## src/rtl/sync_fifo_param_if.sv

```systemverilog
// sync_fifo_param_if -- request/status bundle for sync_fifo_param.
//   master : drives wr, rd, data_in, thresh_hi, thresh_lo, err_clr;
//            observes data_out, fifo_full/empty/thresh/low,
//            fifo_overflow/underflow, fifo_count.
//   slave  : the FIFO side (directions mirrored).
// CNT_W = log2(DEPTH)+1 so a count of exactly DEPTH is representable.
interface sync_fifo_param_if #(
   parameter int DATA_W = 8,
   parameter int DEPTH  = 16
);
   localparam int CNT_W = $clog2(DEPTH) + 1;

   logic              wr;
   logic              rd;
   logic [DATA_W-1:0] data_in;
   logic [CNT_W-1:0]  thresh_hi;
   logic [CNT_W-1:0]  thresh_lo;
   logic              err_clr;
   logic [DATA_W-1:0] data_out;
   logic              fifo_full;
   logic              fifo_empty;
   logic              fifo_thresh;
   logic              fifo_low;
   logic              fifo_overflow;
   logic              fifo_underflow;
   logic [CNT_W-1:0]  fifo_count;

   modport master (
      output wr, rd, data_in, thresh_hi, thresh_lo, err_clr,
      input  data_out, fifo_full, fifo_empty, fifo_thresh, fifo_low,
             fifo_overflow, fifo_underflow, fifo_count
   );

   modport slave (
      input  wr, rd, data_in, thresh_hi, thresh_lo, err_clr,
      output data_out, fifo_full, fifo_empty, fifo_thresh, fifo_low,
             fifo_overflow, fifo_underflow, fifo_count
   );
endinterface

```

## src/rtl/sync_fifo_param.sv

```systemverilog
// sync_fifo_param -- single-clock FIFO, DEPTH x DATA_W, with programmable
// almost-full / almost-empty levels and sticky overflow/underflow flags.
//   clk   : sole clock, rising edge
//   reset : synchronous, active-low
//   bus   : sync_fifo_param_if.slave (write/read requests, data, thresholds,
//           err_clr in; data_out, status flags and fifo_count out)
// FWFT=0: data_out registered, updated one edge after an accepted read.
// FWFT=1: data_out continuously shows the word at the read pointer.
module sync_fifo_param #(
   parameter int DATA_W = 8,
   parameter int DEPTH  = 16,
   parameter int FWFT   = 0
) (
   input logic              clk,
   input logic              reset,
   sync_fifo_param_if.slave bus
);
   localparam int AW    = $clog2(DEPTH);
   localparam int CNT_W = AW + 1;
   localparam logic [CNT_W-1:0] DEPTH_C = CNT_W'(DEPTH);

   // Storage is deliberately not reset; only pointers and count are.
   logic [DATA_W-1:0] mem_q [DEPTH];

   logic [AW-1:0]    wr_ptr_q, wr_ptr_d;
   logic [AW-1:0]    rd_ptr_q, rd_ptr_d;
   logic [CNT_W-1:0] count_q, count_d;
   logic             ovf_q, ovf_d;
   logic             udf_q, udf_d;
   logic             full, empty, wr_acc, rd_acc;

   always_comb begin
      full   = (count_q == DEPTH_C);
      empty  = (count_q == '0);
      rd_acc = bus.rd && !empty;
      // A write into a full FIFO still lands when a read frees a slot
      // in the same cycle.
      wr_acc = bus.wr && (!full || rd_acc);

      wr_ptr_d = wr_ptr_q;
      rd_ptr_d = rd_ptr_q;
      count_d  = count_q;
      if (wr_acc) wr_ptr_d = wr_ptr_q + AW'(1);
      if (rd_acc) rd_ptr_d = rd_ptr_q + AW'(1);
      if (wr_acc && !rd_acc) count_d = count_q + CNT_W'(1);
      else if (rd_acc && !wr_acc) count_d = count_q - CNT_W'(1);

      // New error event beats a simultaneous clear.
      ovf_d = (bus.wr && !wr_acc) || (ovf_q && !bus.err_clr);
      udf_d = (bus.rd && !rd_acc) || (udf_q && !bus.err_clr);
   end

   always_ff @(posedge clk) begin
      if (!reset) begin
         wr_ptr_q <= '0;
         rd_ptr_q <= '0;
         count_q  <= '0;
         ovf_q    <= 1'b0;
         udf_q    <= 1'b0;
      end else begin
         wr_ptr_q <= wr_ptr_d;
         rd_ptr_q <= rd_ptr_d;
         count_q  <= count_d;
         ovf_q    <= ovf_d;
         udf_q    <= udf_d;
      end
   end

   always_ff @(posedge clk) begin
      if (reset && wr_acc) mem_q[wr_ptr_q] <= bus.data_in;
   end

   generate
      if (FWFT != 0) begin : g_fwft
         assign bus.data_out = mem_q[rd_ptr_q];
      end else begin : g_std
         logic [DATA_W-1:0] dout_q, dout_d;

         always_comb begin
            dout_d = dout_q;
            if (rd_acc) dout_d = mem_q[rd_ptr_q];
         end

         always_ff @(posedge clk) begin
            if (!reset) dout_q <= '0;
            else        dout_q <= dout_d;
         end

         assign bus.data_out = dout_q;
      end
   endgenerate

   // thresh_hi=0 and thresh_hi>DEPTH fall out of the plain compare because
   // count_q never exceeds DEPTH.
   assign bus.fifo_full      = full;
   assign bus.fifo_empty     = empty;
   assign bus.fifo_thresh    = (count_q >= bus.thresh_hi);
   assign bus.fifo_low       = (count_q <= bus.thresh_lo);
   assign bus.fifo_overflow  = ovf_q;
   assign bus.fifo_underflow = udf_q;
   assign bus.fifo_count     = count_q;
endmodule

```

## src/flat_wrapper.sv

```systemverilog
// flat-port wrapper written by rule: the top's interface ports become plain ports
module sync_fifo_param_flat 
#(
   parameter int DATA_W = 8,
   parameter int DEPTH  = 16,
   parameter int FWFT   = 0
)
  (clk, reset, bus_wr, bus_rd, bus_data_in, bus_thresh_hi, bus_thresh_lo, bus_err_clr, bus_data_out, bus_fifo_full, bus_fifo_empty, bus_fifo_thresh, bus_fifo_low, bus_fifo_overflow, bus_fifo_underflow, bus_fifo_count);
  sync_fifo_param_if #(.DATA_W(DATA_W), .DEPTH(DEPTH)) bus_i ();
  input logic clk;
  input logic reset;
  input wire logic [$bits(bus_i.wr)-1:0] bus_wr;
  input wire logic [$bits(bus_i.rd)-1:0] bus_rd;
  input wire logic [$bits(bus_i.data_in)-1:0] bus_data_in;
  input wire logic [$bits(bus_i.thresh_hi)-1:0] bus_thresh_hi;
  input wire logic [$bits(bus_i.thresh_lo)-1:0] bus_thresh_lo;
  input wire logic [$bits(bus_i.err_clr)-1:0] bus_err_clr;
  output wire logic [$bits(bus_i.data_out)-1:0] bus_data_out;
  output wire logic [$bits(bus_i.fifo_full)-1:0] bus_fifo_full;
  output wire logic [$bits(bus_i.fifo_empty)-1:0] bus_fifo_empty;
  output wire logic [$bits(bus_i.fifo_thresh)-1:0] bus_fifo_thresh;
  output wire logic [$bits(bus_i.fifo_low)-1:0] bus_fifo_low;
  output wire logic [$bits(bus_i.fifo_overflow)-1:0] bus_fifo_overflow;
  output wire logic [$bits(bus_i.fifo_underflow)-1:0] bus_fifo_underflow;
  output wire logic [$bits(bus_i.fifo_count)-1:0] bus_fifo_count;
  assign bus_i.wr = bus_wr;
  assign bus_i.rd = bus_rd;
  assign bus_i.data_in = bus_data_in;
  assign bus_i.thresh_hi = bus_thresh_hi;
  assign bus_i.thresh_lo = bus_thresh_lo;
  assign bus_i.err_clr = bus_err_clr;
  assign bus_data_out = bus_i.data_out;
  assign bus_fifo_full = bus_i.fifo_full;
  assign bus_fifo_empty = bus_i.fifo_empty;
  assign bus_fifo_thresh = bus_i.fifo_thresh;
  assign bus_fifo_low = bus_i.fifo_low;
  assign bus_fifo_overflow = bus_i.fifo_overflow;
  assign bus_fifo_underflow = bus_i.fifo_underflow;
  assign bus_fifo_count = bus_i.fifo_count;
  sync_fifo_param #(.DATA_W(DATA_W), .DEPTH(DEPTH), .FWFT(FWFT)) u_core (.clk(clk), .reset(reset), .bus(bus_i));
endmodule
```

## config.mk

```make
export PLATFORM = sky130hd
export DESIGN_NAME = sync_fifo_param_flat
export DESIGN_NICKNAME = d
export VERILOG_FILES = /design/src/rtl/sync_fifo_param_if.sv /design/src/rtl/sync_fifo_param.sv /design/src/flat_wrapper.sv
export SDC_FILE = /design/constraint.sdc
export NUM_CORES = 1
export LEC_CHECK = 0
export CAP_MARGIN = 20
export CORE_AREA = 3 3 123 125
export CTS_CLUSTER_DIAMETER = 100
export DETAILED_ROUTE_END_ITERATION = 10
export DIE_AREA = 0 0 126 128
export PLACE_DENSITY_LB_ADDON = 0.1
export SLEW_MARGIN = 5
export SYNTH_ARGS = -nofsm -noshare
export SYNTH_HDL_FRONTEND = slang
export SYNTH_SLANG_ARGS = --single-unit
```

## constraint.sdc

```tcl
create_clock -name clk -period 4.5 [get_ports clk]
set_input_delay 0.675 -clock clk [delete_from_list [all_inputs] [get_ports clk]]
set_output_delay 0.675 -clock clk [all_outputs]
set_load 0.1 [all_outputs]
```

Word-level counts from Yosys, hierarchy flattened --
Memory sizes are Yosys's and may differ from the RTL's. A register that Yosys moved wholly into a read port is not among the register bits. Index checks and enable logic that the tools add are counted.
Word-level totals: register bits 15, memory bits (writable) 128, input bits 23, output and inout bits 19, logic and storage cells 37, memories 1
Memory list:
- u_core.mem_q | depth 16, bits a word 8, read ports 1, clocked after Yosys merged registers in 1, wr ports 1, RTL line sync_fifo_param.sv:23 | logic [DATA_W-1:0] mem_q [DEPTH];
Operators by class: add/subtract/negate cells 4, order comparisons 2, equality and inequality tests 1, multiplexer cells 4, reduce and logical (&&, ||, !) cells 20
Operators with widths (number):
- two-way mux 5 bit | 2
- logical AND 1 bit | 9
- adder 4 x 1 -> 4 bit (second input constant) | 2
- logical NOT 1 bit | 6
- adder 5 x 1 -> 5 bit (second input constant) | 1
- equality test 5 bit (second input constant) | 1
- >= comparator 5 bit | 1
- less-or-equal comparator 5 bit | 1
- logical NOT 5 bit | 1
- subtractor 5 x 1 -> 5 bit (second input constant) | 1
- logical OR 1 bit | 3
- two-way mux 1 bit | 2
- nonzero test 2 bit | 1

Logic depth before layout (Yosys ltp) --
Gate-level depths: netlist of the first run.
word-level depth 9, mapped depth 11, gate-level depth less buffers 11

Least setup slack after synthesis of the first run --
OpenSTA, ideal clock, no wires.
path kind register to output, start register u_core.count_q[1], in the netlist u_core.bus.fifo_count[1], end output port bus_fifo_low, arrival 3532 ps, data required time 3825 ps, slack 293 ps, stages on the path, launching flop included 7, buffers on the path 0, cell sequence dfxtp_1 > ha_1 > nor2b_1 > o21a_1 > o21a_1 > o21a_1 > o22ai_1
On the way: longest elaborated chain between the ends 1
Ends and longest elaborated chain:
- start, declared | RTL line sync_fifo_param.sv:27 | logic [CNT_W-1:0] count_q, count_d;
- start signal, assigned | RTL line sync_fifo_param.sv:63 | count_q <= count_d;
- less-or-equal comparator 5 bit | RTL line sync_fifo_param.sv:98 | assign bus.fifo_low = (count_q <= bus.thresh_lo);
- end, declared | RTL line flat_wrapper.sv:22 | output wire logic [$bits(bus_i.fifo_low)-1:0] bus_fifo_low;
No other way between the ends.

Final worst setup path of the first run --
start input port bus_rd, end register u_core.count_q[4], in the netlist u_core.bus.fifo_count[4]
On the way: longest elaborated chain between the ends 6, elaborated cells on any way between the ends 9, classes of those cells mux (1); reduce/logical (8)
Ends and longest elaborated chain:
- start, declared | RTL line flat_wrapper.sv:13 | input wire logic [$bits(bus_i.rd)-1:0] bus_rd;
- logical AND 1 bit * | RTL line sync_fifo_param.sv:35 | rd_acc = bus.rd && !empty;
- logical OR 1 bit | RTL line sync_fifo_param.sv:38 | wr_acc = bus.wr && (!full || rd_acc);
- logical AND 1 bit | RTL line sync_fifo_param.sv:38
- logical NOT 1 bit | RTL line sync_fifo_param.sv:46 | else if (rd_acc && !wr_acc) count_d = count_q - CNT_W'(1);
- logical AND 1 bit | RTL line sync_fifo_param.sv:46
- nonzero test 2 bit (no line)
Every way passes the cells marked *; elsewhere a longest branch is shown, timed or not. A chain may end at the register's enable or synchronous reset.

==> results of run 1 <==
[power groups by stage]
stage          Clock, mW  Combinational [mW]  Sequential [mW]
5_1_grt             1.32                1.35             1.67
3_3_place_gp           0                1.26             1.69
3_5_place_dp           0                1.27             1.69
6_report            1.24                1.27             1.66
4_1_cts             1.26                1.28             1.67
2_1_floorplan          0               0.634             2.02
[final timing paths]
path                              end  slack (ps)                      from  cells past startpoint
max          u_core.bus.fifo_count[4]        1120                    bus_rd                     11
min          u_core.bus.fifo_overflow         520  u_core.bus.fifo_overflow                      2
max reg2reg  u_core.bus.fifo_count[4]        1260  u_core.bus.fifo_count[4]                     10
min reg2reg  u_core.bus.fifo_overflow         520  u_core.bus.fifo_overflow                      2
[stage by stage]
step           util [%]  setup slack [ps]
2_1_floorplan         -               293
3_3_place_gp       49.2               795
3_5_place_dp       49.2               678
4_1_cts            52.8              1140
5_1_grt            52.8               863
6_report           52.8              1120
[worst register-to-register path, cell delays in order (launching register included)]
cell	delay, ps
dfxtp_1	520
inv_1	140
a21oi_2	530
clkinv_1	430
ha_1	360
inv_1	130
ha_1	280
a21o_1	180
a21oi_1	170
mux2i_1	240
mux2i_1	180
[cell families after synthesis]
kind of cell	Yosys count	synth area share [%]
AND/OR/NAND/NOR	74	6.21
AO/OA/AOI/OAI	59	5.97
adder cells (fa/ha/maj)	20	4.10
buffers and inverters	40	2.63
XOR/XNOR	9	1.25
flip-flops	151	68.5
multiplexers	51	11.3
[synth_stat cells (2+ instances only)]
master,n
clkbuf_1,8
edfxtp_1,128
dfxtp_1,23
buf_1,2
and2_1,11
nand2_1,11
mux4_2,16
nor2b_1,8
mux2i_1,35
o21ai_0,12
a22oi_1,9
buf_2,9
nor3_1,12
a21o_1,2
a21oi_1,13
nand2b_1,3
o21a_1,3
xnor2_1,6
nand3_1,6
o22ai_1,17
nor2_1,18
xor2_1,3
inv_1,19
ha_1,19
[registers in the layout, indices dropped and copies added, names as in the netlist]
signal	count
u_core.mem_q	128
u_core.wr_ptr_q	4
u_core.rd_ptr_q	4
u_core.bus.fifo_count	5
u_core.bus.fifo_underflow	1
u_core.bus.fifo_overflow	1
u_core.bus.data_out	8
[layer usage]
layer / up-vias / share of wire, %
li1: 1630 / -
met1: 1693 / 49
met3: 8 / 5.3
met2: 90 / 45
met5: - / 0
met4: 0 / 1.0
[final cells by class]
type / instances / area, sq um / area share [%]
timing repair buffer: 48 / 458 / 6.19
clock inverter: 13 / 82.6 / 1.12
tap: 180 / 225 / 3.05
inverter: 20 / 75.1 / 1.02
multi-input combinational: 213 / 1810 / 24.5
clock buffer: 19 / 433 / 5.86
sequential: 151 / 4310 / 58.2
==> flow_summary_export.csv, run 1 <==
group,metric,value,unit
status,status,"finished clean",
hold_path,hold_path.class,"reg -> reg",
logic_synthesis,synth_area_per_cell,15.6,sq um
floorplanning,rows,43,
layout,area_growth,17.7,%
sta,relSlewSlack,34.2,%
logic_synthesis,yosysSeqAreaShare,68.5,%
sta,fin_worst_skew,6.83,ps
critical_path,critical_path_buf_inv_count,4,
global_routing,grt_pass1_wl,19900,um
sta,finalMaxSlewViolations,0,
layout,design_area,7390,sq um
sta,worst_pin_slew,984,ps
critical_path,crit_arrival,3730,ps
logic_synthesis,syn_area,6280,sq um
floorplanning,fp.dieArea,16100,sq um
logic_synthesis,synthTopCellsByArea,"edfxtp_1, dfxtp_1, mux4_2",
job,max_cap_violations,0,
place,dpl.cell_count,612,
logic_synthesis,synth_area_leader_cell,"edfxtp_1",
layout,fill_cells,1180,
clock_tree,clk_pin_slew,60,ps
critical_path,endpoint_kind,"flop",
clock_tree,ctsResizeCount,0,
place,port_buffers,41,
place,gp_congestion,0.788,
critical_path,cp_cell_sequence,"clkdlybuf4s50_1 > inv_1 > a21oi_2 > clkinv_1 > ha_1 > inv_1 > ha_1 > a21o_1 > a21oi_1 > mux2i_1 > mux2i_1",
layout,layout_common_cells,"edfxtp_1, clkdlybuf4s50_1, mux2i_1, dfxtp_1",
routing,final_antenna_net_count,0,
clock_tree,holdBufCountCts,0,
place,dpl_cell_area,6880,sq um
critical_path,slowest_stage,"clkdlybuf4s50_1",
logic_synthesis,async_reset_ff_share,0,%
layout,instances_no_fill,644,
critical_path,critPathTopFamily,"buffers and inverters",
power_and_ir_drop,p_switching,1.48,mW
global_routing,use_met1,25.0,%
clock_tree,worst_skew_pair.late_latency,420,ps
logic_synthesis,synth_ff_type,"edfxtp_1",
critical_path,critical_path_class,"in -> reg",
global_routing,grt_max_degree,33,
layout,drive_above_1_share,12.3,%
clock_tree,numCtsBuffers,17,
routing,wl_per_cell,20.2,um
floorplanning,core-area,14000,sq um
routing,wl,13000,um
power_and_ir_drop,switching_share,35.4,%
layout,layout.cells.most_common,"edfxtp_1",
routing,drt_iter0_drc,248,
routing,viasPerCell,5.31,
power_and_ir_drop,vdd_drop_max,0.356,mV
sta,hold_viol,0,
place,dpl.hpwl,8460,um
power_and_ir_drop,power.share.clock,29.7,%
sta,finalSetupViolCount,0,
floorplanning,ios,42,
global_routing,track_usage,16.8,%
clock_tree,cts_tree,"built",
sta,fin_crit_sh,75.1,%
layout,diodes,0,
logic_synthesis,synth_top_area_share,61.2,%
logic_synthesis,syn-num-nets,447,
clock_tree,htreeDepth,4,
global_routing,busiest_layer,"met1",
floorplanning,die_x,126,um
clock_tree,cts.sinks,151,
logic_synthesis,synth-seq-cells,151,
clock_tree,cts_setup_buffers,0,
logic_synthesis,synth_cell_types,35,
global_routing,grt-ovfl-total,0,
critical_path,cp_max_fo,13,
sta,tns,0,ps
sta,fin_hold_ws,518,ps
routing,vias,3421,
power_and_ir_drop,power_density,564,nW/um^2
critical_path,crit_required,4850,ps
logic_synthesis,syn_inst,404,
layout,fin_nets,494,
power_and_ir_drop,internal_power,2.69,mW
clock_tree,cts_buffer_depth,2,
logic_synthesis,synth_edf_count,128,
power_and_ir_drop,p_seq_share,39.9,%
global_routing,use_met2,24.5,%
logic_synthesis,synth_warnings,0,
routing,route.detailed.drc,0,
global_routing,antenna_found_initial,0,
floorplanning,initial_core_util,44.9,%
global_routing,grt_pass1_vias,3360,
power_and_ir_drop,comb_power_share,30.4,%
sta,fmax,296,MHz
power_and_ir_drop,power.total,4.17,mW
sta,min_period,3380,ps
clock_tree,root_buffer,"clkbuf_16",
sta,rsz0062_at_grt,"no",
floorplanning,chipHeight,128,um
critical_path,max_stage_delay,490,ps
global_routing,grt_use_met3,3.46,%
routing,firstDrtPassIters,4,
power_and_ir_drop,p_leak,2.43,nW
critical_path,startpoint_type,"primary input",
No activity file was read; power rests on OpenSTA's default activity.
==> run 2, diff against run 1 <==
==> constraint.sdc (replaced) <==
create_clock -name clk -period 2.98 [get_ports clk]
set_input_delay 0.447 -clock clk [delete_from_list [all_inputs] [get_ports clk]]
set_output_delay 0.447 -clock clk [all_outputs]
set_load 0.1 [all_outputs]
==> flow_summary_export.csv, run 2 (synthesis gave the netlist of run 1 again) <==
group,metric,value,unit
status,status,"finished clean",
place,gp_congestion,0.770,
layout,area_growth,20.2,%
sta,hold_viol,0,
layout,drive_above_1_share,20.1,%
sta,fin_crit_sh,89.8,%
layout,fin_util,54.0,%
power_and_ir_drop,switching_share,34.1,%
floorplanning,chipHeight,128,um
global_routing,antenna_found_initial,0,
sta,finalSetupViolCount,0,
power_and_ir_drop,power_density,853,nW/um^2
sta,finalMaxSlewViolations,0,
routing,route.detailed.drc,0,
place,pre_cts_slack,182,ps
sta,worst_pin_slew,896,ps
critical_path,crit_required,2530,ps
critical_path,cp_max_fo,2,
sta,tns,0,ps
clock_tree,worst_skew_pair.late_latency,420,ps
sta,fin_worst_skew,7.05,ps
routing,final_antenna_net_count,0,
critical_path,critical_path_class,"in -> out",
layout,largest_register_ffs,128,
power_and_ir_drop,p_seq_share,39.3,%
global_routing,track_usage,17.5,%
routing,viasPerCell,5.36,
sta,rsz0062_at_grt,"no",
power_and_ir_drop,power.total,6.44,mW
power_and_ir_drop,comb_power_share,30.0,%
clock_tree,cts.sinks,151,
layout,layout_common_cells,"edfxtp_1, buf_4, mux2i_1, clkdlybuf4s50_1",
power_and_ir_drop,vdd_drop_max,0.477,mV
routing,vias,3522,
clock_tree,root_buffer,"clkbuf_16",
floorplanning,fp.dieArea,16100,sq um
critical_path,startpoint_type,"primary input",
routing,wl,13200,um
clock_tree,holdBufCountCts,0,
place,dpl.hpwl,8680,um
routing,wl_per_cell,20.1,um
critical_path,crit_arrival,2230,ps
clock_tree,cts_setup_buffers,0,
layout,fill_cells,1148,
global_routing,grt_pass1_vias,3678,
place,port_buffers,41,
critical_path,endpoint_kind,"output pin",
global_routing,grt_pass1_wl,20900,um
floorplanning,initial_core_util,44.9,%
job,max_cap_violations,0,
clock_tree,numCtsBuffers,17,
clock_tree,cts_buffer_depth,2,
clock_tree,htreeDepth,4,
floorplanning,die_x,126,um
power_and_ir_drop,p_switching,2.20,mW
sta,fmax,374,MHz
layout,fin_nets,509,
layout,design_area,7550,sq um
power_and_ir_drop,internal_power,4.24,mW
layout,top_register,"u_core.mem_q",
sta,relSlewSlack,40.2,%
floorplanning,ios,42,
floorplanning,core-area,14000,sq um
clock_tree,cts_tree,"built",
floorplanning,rows,43,
layout,diodes,0,
routing,drt_iter0_drc,233,
clock_tree,clk_pin_slew,50,ps
layout,layout.cells.most_common,"edfxtp_1",
sta,setup_ws,304,ps
sta,min_period,2680,ps
clock_tree,ctsResizeCount,0,
power_and_ir_drop,p_leak,2.58,nW
place,dpl_cell_area,7010,sq um
global_routing,grt_max_degree,42,
global_routing,grt-ovfl-total,0,
hold_path,hold_path.class,"reg -> reg",
power_and_ir_drop,power.share.clock,30.7,%
routing,firstDrtPassIters,4,
[run 2: changes by cell type in the layout (fill, tap and decap cells not counted), moves of 2 or more]
cell             previous run  this run
dfxtp_2                     1         6
inv_6                       2         0
bufinv_16                   0         2
buf_12                      0         3
dfxtp_1                    22        17
buf_4                       9        38
clkinvlp_4                  4         2
clkinv_2                    3         6
clkdlybuf4s50_1            39        22
[run 2: worst paths after layout]
path,end,from,cells after the start,slack [ps]
worst max register to register,u_core.bus.fifo_count[4],u_core.bus.fifo_count[0],10,540
worst min register to register,u_core.bus.fifo_overflow,u_core.bus.fifo_overflow,2,520
worst min-delay path,u_core.bus.fifo_overflow,u_core.bus.fifo_overflow,2,520
worst max-delay path,bus_fifo_low,bus_thresh_lo[1],9,300
[run 2: cell type report]
type	count	area, sq um	area share (%)
Clock buffer	18	429	5.68
Multi-Input combinational cell	213	1830	24.2
Inverter	20	75.1	0.994
Sequential cell	151	4310	57.1
Clock inverter	12	113	1.49
Tap cell	180	225	2.98
Timing Repair Buffer	63	566	7.49
[run 2: power groups by stage]
stage	clock (mW)	combinational (mW)	sequential, mW
after CTS	2.03	1.96	2.53
after global placement	0	1.93	2.57
after floorplan	0	0.973	3.05
final	1.98	1.93	2.53
after detailed placement	0	1.95	2.58
after global routing	2.11	2.06	2.55
[run 2: routing by layer]
layer	share of wire, %	global-route usage [%]
met4	2.0	7.51
met5	0	0
met3	4.2	4.79
met1	45	23.1
met2	48	27.6
[run 2: metrics by stage]
| stage | hold slack, ps | cells |
|---|---|---|
| global route | 557 | 657 |
| global placement | 504 | 627 |
| CTS | 531 | 657 |
| detailed placement | 514 | 627 |
| floorplan | 546 | 404 |
| finish | 523 | 657 |
[run 2: worst max-delay path: stages]
cell	delay (ps)
clkdlybuf4s50_1	460
inv_1	40
ha_1	270
nor2b_1	130
o21a_1	170
o21a_1	160
o21a_1	170
o22ai_2	160
buf_12	200
